[config.mk]
export PLATFORM = sky130hd
export DESIGN_NAME = sdm_decimator
export DESIGN_NICKNAME = d
export VERILOG_FILES = /design/src/rtl/sdm_dec_pkg.sv /design/src/rtl/sdm_cic_comb.sv /design/src/rtl/sdm_decimator.sv
export SDC_FILE = /design/constraint.sdc
export NUM_CORES = 1
export LEC_CHECK = 0
export ABC_AREA = 1
export CORE_ASPECT_RATIO = 0.7
export CORE_UTILIZATION = 59
export CTS_BUF_LIST = sky130_fd_sc_hd__clkbuf_4
export CTS_CLUSTER_SIZE = 28
export DETAILED_ROUTE_END_ITERATION = 8
export PLACE_DENSITY = 0.84
export SYNTH_ARGS = -nofsm -noshare
export SYNTH_HDL_FRONTEND = slang
export SYNTH_SLANG_ARGS = --single-unit
[constraint.sdc]
create_clock -name clk -period 4.6 [get_ports clk]
set_input_delay 1.15 -clock clk [delete_from_list [all_inputs] [get_ports clk]]
set_output_delay 1.15 -clock clk [all_outputs]
set_load 0.05 [all_outputs]
[src/rtl/sdm_dec_pkg.sv]
// -----------------------------------------------------------------------------
// sdm_dec_pkg
// Shared constants and width helpers for the sigma-delta bitstream decimator.
//   CIC_ORDER      : number of integrator / comb stages
//   OUT_W          : PCM output width
//   cic_width()    : register width that holds R^3 without loss (3*log2r + 1)
//   cic_out_shift(): right shift that maps the raw comb result onto OUT_W bits
// -----------------------------------------------------------------------------
package sdm_dec_pkg;

  localparam int CIC_ORDER      = 3;
  localparam int OUT_W          = 16;
  localparam int LOG2_DECIM_MIN = 6;
  localparam int LOG2_DECIM_MAX = 10;

  // Width needed for integrators and comb delays; modulo-2^W wrap is harmless
  // because the comb differences recover the exact result.
  function automatic int cic_width(input int log2r);
    return CIC_ORDER * log2r + 1;
  endfunction

  // Raw result spans [0, R^3] = [0, 2^(3*log2r)]; drop the low bits so the
  // top of the range lands just above the 16-bit full scale (then saturates).
  function automatic int cic_out_shift(input int log2r);
    return CIC_ORDER * log2r - OUT_W;
  endfunction

endpackage

[src/rtl/sdm_cic_comb.sv]
// -----------------------------------------------------------------------------
// sdm_cic_comb
// One CIC comb stage: comb_out = comb_in - previous comb_in (sampled on step).
// Ports:
//   clk      in  clock
//   rst      in  asynchronous active-high reset (delay register -> 0)
//   step     in  decimated-rate strobe; advances the delay register
//   comb_in  in  W-bit stage input
//   comb_out out W-bit stage output (combinational difference, wraps mod 2^W)
// -----------------------------------------------------------------------------
module sdm_cic_comb
  import sdm_dec_pkg::*;
#(
  parameter int W = cic_width(6)
) (
  input  logic         clk,
  input  logic         rst,
  input  logic         step,
  input  logic [W-1:0] comb_in,
  output logic [W-1:0] comb_out
);

  logic [W-1:0] dly_r;

  // Delay register: remembers this stage's input from the previous strobe.
  always_ff @(posedge clk or posedge rst) begin
    if (rst) begin
      dly_r <= {W{1'b0}};
    end else if (step) begin
      dly_r <= comb_in;
    end
  end

  assign comb_out = comb_in - dly_r;

endmodule

[src/rtl/sdm_decimator.sv]
// -----------------------------------------------------------------------------
// sdm_decimator
// Converts a 1-bit delta-sigma bitstream into 16-bit unsigned PCM using a
// 3rd-order CIC decimator with ratio R = 2^LOG2_DECIM (LOG2_DECIM in 6..10).
// Samples leave through a valid/ready register with a sticky overrun flag.
//
// Ports:
//   clk          in   single clock, rising edge
//   rst          in   asynchronous active-high reset
//   en           in   consume one bitstream bit this cycle; low = filter holds
//   sd_in        in   bitstream (1 -> +1, 0 -> 0)
//   out_data     out  16-bit PCM sample
//   out_valid    out  out_data holds an unconsumed sample
//   out_ready    in   consumer accepts when out_valid && out_ready
//   overrun      out  sticky: a sample was overwritten before being taken
//   clr_overrun  in   synchronous clear of overrun (a same-cycle set wins)
//
// Build option SDM_DEC_INPUT_SYNC_EN:
//   defined   - sd_in passes a 2-flop synchronizer (free-running on clk).
//               The two reset-zero synchronizer outputs are not fed to the
//               filter, so the first sample arrives R+2 cycles after reset.
//   undefined - sd_in feeds the first integrator directly (same clock domain).
// -----------------------------------------------------------------------------
module sdm_decimator
  import sdm_dec_pkg::*;
#(
  parameter int LOG2_DECIM = 6
) (
  input  logic             clk,
  input  logic             rst,
  input  logic             en,
  input  logic             sd_in,
  output logic [OUT_W-1:0] out_data,
  output logic             out_valid,
  input  logic             out_ready,
  output logic             overrun,
  input  logic             clr_overrun
);

  localparam int W     = cic_width(LOG2_DECIM);
  localparam int SHIFT = cic_out_shift(LOG2_DECIM);

  logic                  x_s;
  logic                  en_eff_s;
  logic                  strobe_s;
  logic [LOG2_DECIM-1:0] cnt_r;
  logic [W-1:0]          i1_r;
  logic [W-1:0]          i2_r;
  logic [W-1:0]          i3_r;
  logic [W-1:0]          c1_s;
  logic [W-1:0]          c2_s;
  logic [W-1:0]          c3_s;
  logic [W-1:0]          shifted_s;
  logic [OUT_W-1:0]      sample_s;
  logic                  handshake_s;
  logic                  overrun_set_s;
  logic [OUT_W-1:0]      out_data_r;
  logic                  out_valid_r;
  logic                  overrun_r;

`ifdef SDM_DEC_INPUT_SYNC_EN
  logic       sync1_r;
  logic       sync2_r;
  logic [1:0] prime_r;

  // Two-flop synchronizer plus a fill counter; the filter only starts once
  // real input bits have reached the second flop.
  always_ff @(posedge clk or posedge rst) begin
    if (rst) begin
      sync1_r <= 1'b0;
      sync2_r <= 1'b0;
      prime_r <= 2'd0;
    end else begin
      sync1_r <= sd_in;
      sync2_r <= sync1_r;
      if (prime_r != 2'd2) begin
        prime_r <= prime_r + 2'd1;
      end
    end
  end

  assign x_s      = sync2_r;
  assign en_eff_s = en && (prime_r == 2'd2);
`else
  assign x_s      = sd_in;
  assign en_eff_s = en;
`endif

  // The R-th consumed bit of each frame is the decimation point.
  assign strobe_s = en_eff_s && (cnt_r == {LOG2_DECIM{1'b1}});

  // Integrator cascade and frame counter; each stage adds the previous
  // stage's old value, which is what delays the strobe-cycle bit into the
  // next frame.
  always_ff @(posedge clk or posedge rst) begin
    if (rst) begin
      i1_r  <= {W{1'b0}};
      i2_r  <= {W{1'b0}};
      i3_r  <= {W{1'b0}};
      cnt_r <= {LOG2_DECIM{1'b0}};
    end else if (en_eff_s) begin
      i1_r  <= i1_r + {{(W-1){1'b0}}, x_s};
      i2_r  <= i2_r + i1_r;
      i3_r  <= i3_r + i2_r;
      cnt_r <= cnt_r + {{(LOG2_DECIM-1){1'b0}}, 1'b1};
    end
  end

  sdm_cic_comb #(.W(W)) u_comb1 (
    .clk      (clk),
    .rst      (rst),
    .step     (strobe_s),
    .comb_in  (i3_r),
    .comb_out (c1_s)
  );

  sdm_cic_comb #(.W(W)) u_comb2 (
    .clk      (clk),
    .rst      (rst),
    .step     (strobe_s),
    .comb_in  (c1_s),
    .comb_out (c2_s)
  );

  sdm_cic_comb #(.W(W)) u_comb3 (
    .clk      (clk),
    .rst      (rst),
    .step     (strobe_s),
    .comb_in  (c2_s),
    .comb_out (c3_s)
  );

  // Scale the raw result to 16 bits; only the full-scale value R^3 overflows.
  always_comb begin
    shifted_s = c3_s >> SHIFT;
    if (|shifted_s[W-1:OUT_W]) begin
      sample_s = 16'hFFFF;
    end else begin
      sample_s = shifted_s[OUT_W-1:0];
    end
  end

  assign handshake_s   = out_valid_r && out_ready;
  assign overrun_set_s = strobe_s && out_valid_r && !out_ready;

  // Output register: a new sample always loads; a handshake without a new
  // sample retires the current one.
  always_ff @(posedge clk or posedge rst) begin
    if (rst) begin
      out_data_r  <= {OUT_W{1'b0}};
      out_valid_r <= 1'b0;
    end else if (strobe_s) begin
      out_data_r  <= sample_s;
      out_valid_r <= 1'b1;
    end else if (handshake_s) begin
      out_valid_r <= 1'b0;
    end
  end

  // Sticky overrun flag; a lost sample in the clear cycle keeps it set.
  always_ff @(posedge clk or posedge rst) begin
    if (rst) begin
      overrun_r <= 1'b0;
    end else if (overrun_set_s) begin
      overrun_r <= 1'b1;
    end else if (clr_overrun) begin
      overrun_r <= 1'b0;
    end
  end

  assign out_data  = out_data_r;
  assign out_valid = out_valid_r;
  assign overrun   = overrun_r;

endmodule

==> results_dict.tcl <==
set metrics [dict create \
    status "finished with violations" \
    violations "negative setup slack" \
    routedWlPerCell_microns 16.0 \
    crit_path_end "out_data[7]" \
    slew_headroom 0.246 \
    fin_crit_sh 1.07 \
    nets 1503 \
    leakage_nw 6.26 \
    required_ns 5.13 \
    hold_buffers 0 \
    cts_buffer_depth 2 \
    cpMaxStageDelayCell "dfrtp_1" \
    critPathBufInv 5 \
    clk_pin_slew_ns 0.14 \
    power_frac_comb 0.690 \
    layout_min_cycle_time_ns 4.94 \
    grt_util_all_layers 0.283 \
    worstPathArrival_ns 5.47 \
    hpwlAfterDp_mm 16.8 \
    antenna_found_initial 1 \
    core_area_sq_um 16400 \
    setup.worst_path.class "flop to flop" \
    grt_pass1_vias 8353 \
    rsz0062_at_grt "true" \
    setup_tns_ns -4.57 \
    cts-buffers-inserted 17 \
    min_path_type "flop to flop" \
    io_buffers 23 \
    ys.flop_type "dfrtp_1" \
    setup_viol 16 \
    syn-cell-area_sq_um 9910 \
    first_pass_iters 6 \
    die_x_microns 157 \
    swShare 0.485 \
    drv_slew 0 \
    pwr-share-seq 0.204 \
    synthesis.nets 1393 \
    dpl_cell_area_sq_um 10900 \
    ant_nets 0 \
    avgViaCountPerCell 5.74 \
    crit_cells 28 \
    finalHoldViolCount 0 \
    fmax_ghz 0.202 \
    gp_congestion 0.912 \
    final_area_sq_um 11900 \
    dieArea_sq_um 17300 \
    crit_fanout 6 \
    r2r_start "u_comb1.dly_r[5]" \
    ios 24 \
    placed_cells 1588 \
    switching_power_mw 4.05 \
    cts.sinks 138 \
    rr_worst_depth 28 \
    cpPeakStageDelay_ns 0.40 \
    routed_wl_mm 26.3 \
    synth_cell_types 48 \
    drc_errors 0 \
    startpoint_type "flop" \
    ir_worst_vdd_uv 347 \
    ys_seq_area_frac 0.348 \
    grt_max_degree 123 \
    timing.hold.ws_ns 0.474 \
    finalWorstSetupSlack_ns -0.340 \
    avgSynthCellArea_sq_um 7.68 \
    cts_root_buf "clkbuf_4" \
    layout-drive-gt1-share 0.183 \
    fin_cells 1640 \
    grt_pass1_wl_mm 39.2 \
    num_rows 39 \
    r2r_slack_ns -0.34 \
    end_kind "flop" \
    worst_pin_slew_ns 1.13 \
    cts_tree "done" \
    die_h_microns 110 \
    clkLatencyLatePin_ns 0.58 \
    cp_top_family "compound AO/OA/AOI/OAI gates" \
    crit_top_cell "nand2_1" \
    grt_overflow 0 \
    async_flop_share 1.00 \
    p_int_mw 4.30 \
    fin_skew_ns 0.0235 \
    reg2reg_to "out_data[7]" \
    vias 9418 \
    yosysWarnings 0 \
    drtIter0Drc 1125 \
    syn2layout_area_growth_pct 19.9 \
    htree_num_levels 4 \
    start_util 0.605 \
    synth_edf_count 0 \
    crit_start "u_comb1.dly_r[5]" \
    p_clk_frac 0.106 \
    maxCapViolations 0 \
    synth_cells 1291 \
    ys_ff_latch 138 \
    powerDensity_nw_per_um2 702 \
]
==> flip-flops by register name, summed over array words and instances (netlist names) <==
register and cells:
u_comb3.dly_r 19, out_data 16, out_valid 1, i1_r 19, overrun 1, i3_r 19, cnt_r 6, u_comb2.dly_r 19
i2_r 19, u_comb1.dly_r 19
==> per-layer routing <==
layer / share of wire / vias to the layer above / global-route usage
li1: - / 4484 / -
met1: 0.44 / 4437 / 0.426
met2: 0.45 / 429 / 0.408
met3: 0.086 / 68 / 0.0620
met4: 0.025 / 0 / 0.0712
met5: 0 / - / 0
==> kinds of logic after synthesis <==
family	count (synthesis)	synth area share
fa+ha+maj	96	0.124
flops	138	0.348
buf+inv	201	0.0780
compound gates	260	0.145
simple gates	515	0.233
xor+xnor	81	0.0716
==> worst min-delay path by stage <==
stage	startpoint	to	cells past startpoint
2_1_floorplan	i2_r[18]	i2_r[18]	1
3_3_place_gp	i2_r[18]	i2_r[18]	1
3_5_place_dp	i2_r[18]	i2_r[18]	1
4_1_cts	i2_r[18]	i2_r[18]	1
5_1_grt	i2_r[18]	i2_r[18]	1
6_report	i2_r[18]	i2_r[18]	1
==> what timing repair did <==
| action | CTS | global route |
|---|---|---|
| buffers inserted | 9 | 9 |
| endpoints found under the setup margin | 16 | 16 |
| gates cloned | 1 | 1 |
| pin swaps | 23 | 50 |
| resized for setup | 26 | 82 |
| hold endpoints to repair | 0 | 0 |
==> worst reg2reg max path, delay by kind of cell, from the launching register on <==
family | cells | cell delay (ns)
AO/OA/AOI/OAI | 8 | 1.42
AND/OR/NAND/NOR | 10 | 1.17
adder cells (fa/ha/maj) | 3 | 0.91
buffers and inverters | 5 | 0.62
flip-flops | 1 | 0.40
XOR/XNOR | 2 | 0.40
==> cell usage in the layout (no fill, tap or decap), types with 5 or more instances in the layout <==
master           count
o21bai_1             6
ha_4                 8
ha_1                82
nor3_1               7
nand4_1             17
dfrtp_1            138
nand3_2             19
buf_6                6
nand3_1             50
o211ai_1             6
o21ai_0            105
clkinvlp_4           6
buf_4               83
clkbuf_4            18
a21o_1               7
a21oi_1             79
a31oi_1             21
or2_2               21
a21oi_2              5
nand2_1            285
xnor2_1             19
xor2_1              54
nor2_2               8
nand2_2             15
inv_2               11
nor2_1              67
xor2_2               5
clkdlybuf4s50_1     23
inv_1              161
o31ai_1              6
==> cell usage after synthesis, types with 5 or more instances <==
master,n,share of area
nand3_2,14,0.014
o31ai_1,6,0.0045
a21oi_1,87,0.044
clkbuf_1,24,0.0091
ha_1,92,0.12
o211ai_1,6,0.0045
o21bai_1,7,0.0053
nand3_1,57,0.029
a21o_1,7,0.0053
nand2_2,5,0.0032
inv_1,171,0.065
nor3_1,11,0.0056
xnor2_1,22,0.019
o21ai_0,109,0.055
dfrtp_1,138,0.35
nand2_1,297,0.11
nand4_1,17,0.011
xor2_1,59,0.052
nor2_1,77,0.029
a31oi_1,24,0.015
or2_2,21,0.013
==> metrics by stage <==
step	setup WS, ns	util	power (mW)
5_1_grt	-0.553	0.725	8.86
3_5_place_dp	-0.390	0.666	6.39
4_1_cts	0.00662	0.695	7.51
6_report	-0.340	0.725	8.34
2_1_floorplan	0.0920	-	4.94
3_3_place_gp	-0.301	0.666	6.22
==> layout make-up <==
cell class | instances | area [sq um]
Antenna cell | 1 | 2.50
Tap cell | 225 | 282
Sequential cell | 138 | 3450
Timing Repair Buffer | 116 | 1010
Clock buffer | 18 | 135
Multi-Input combinational cell | 953 | 6170
Inverter | 175 | 663
Clock inverter | 14 | 171
Fill cell | 1142 | 4510
==> power groups by stage <==
stage                     sequential, mW  combinational [mW]  clock [mW]
after floorplan                     1.74                3.20           0
after global placement              1.70                4.52           0
after detailed placement            1.71                4.68           0
after CTS                           1.69                4.93       0.889
after global routing                1.74                6.19       0.936
final                               1.70                5.76       0.884
Note: power is estimated with default switching activity, not from simulation.
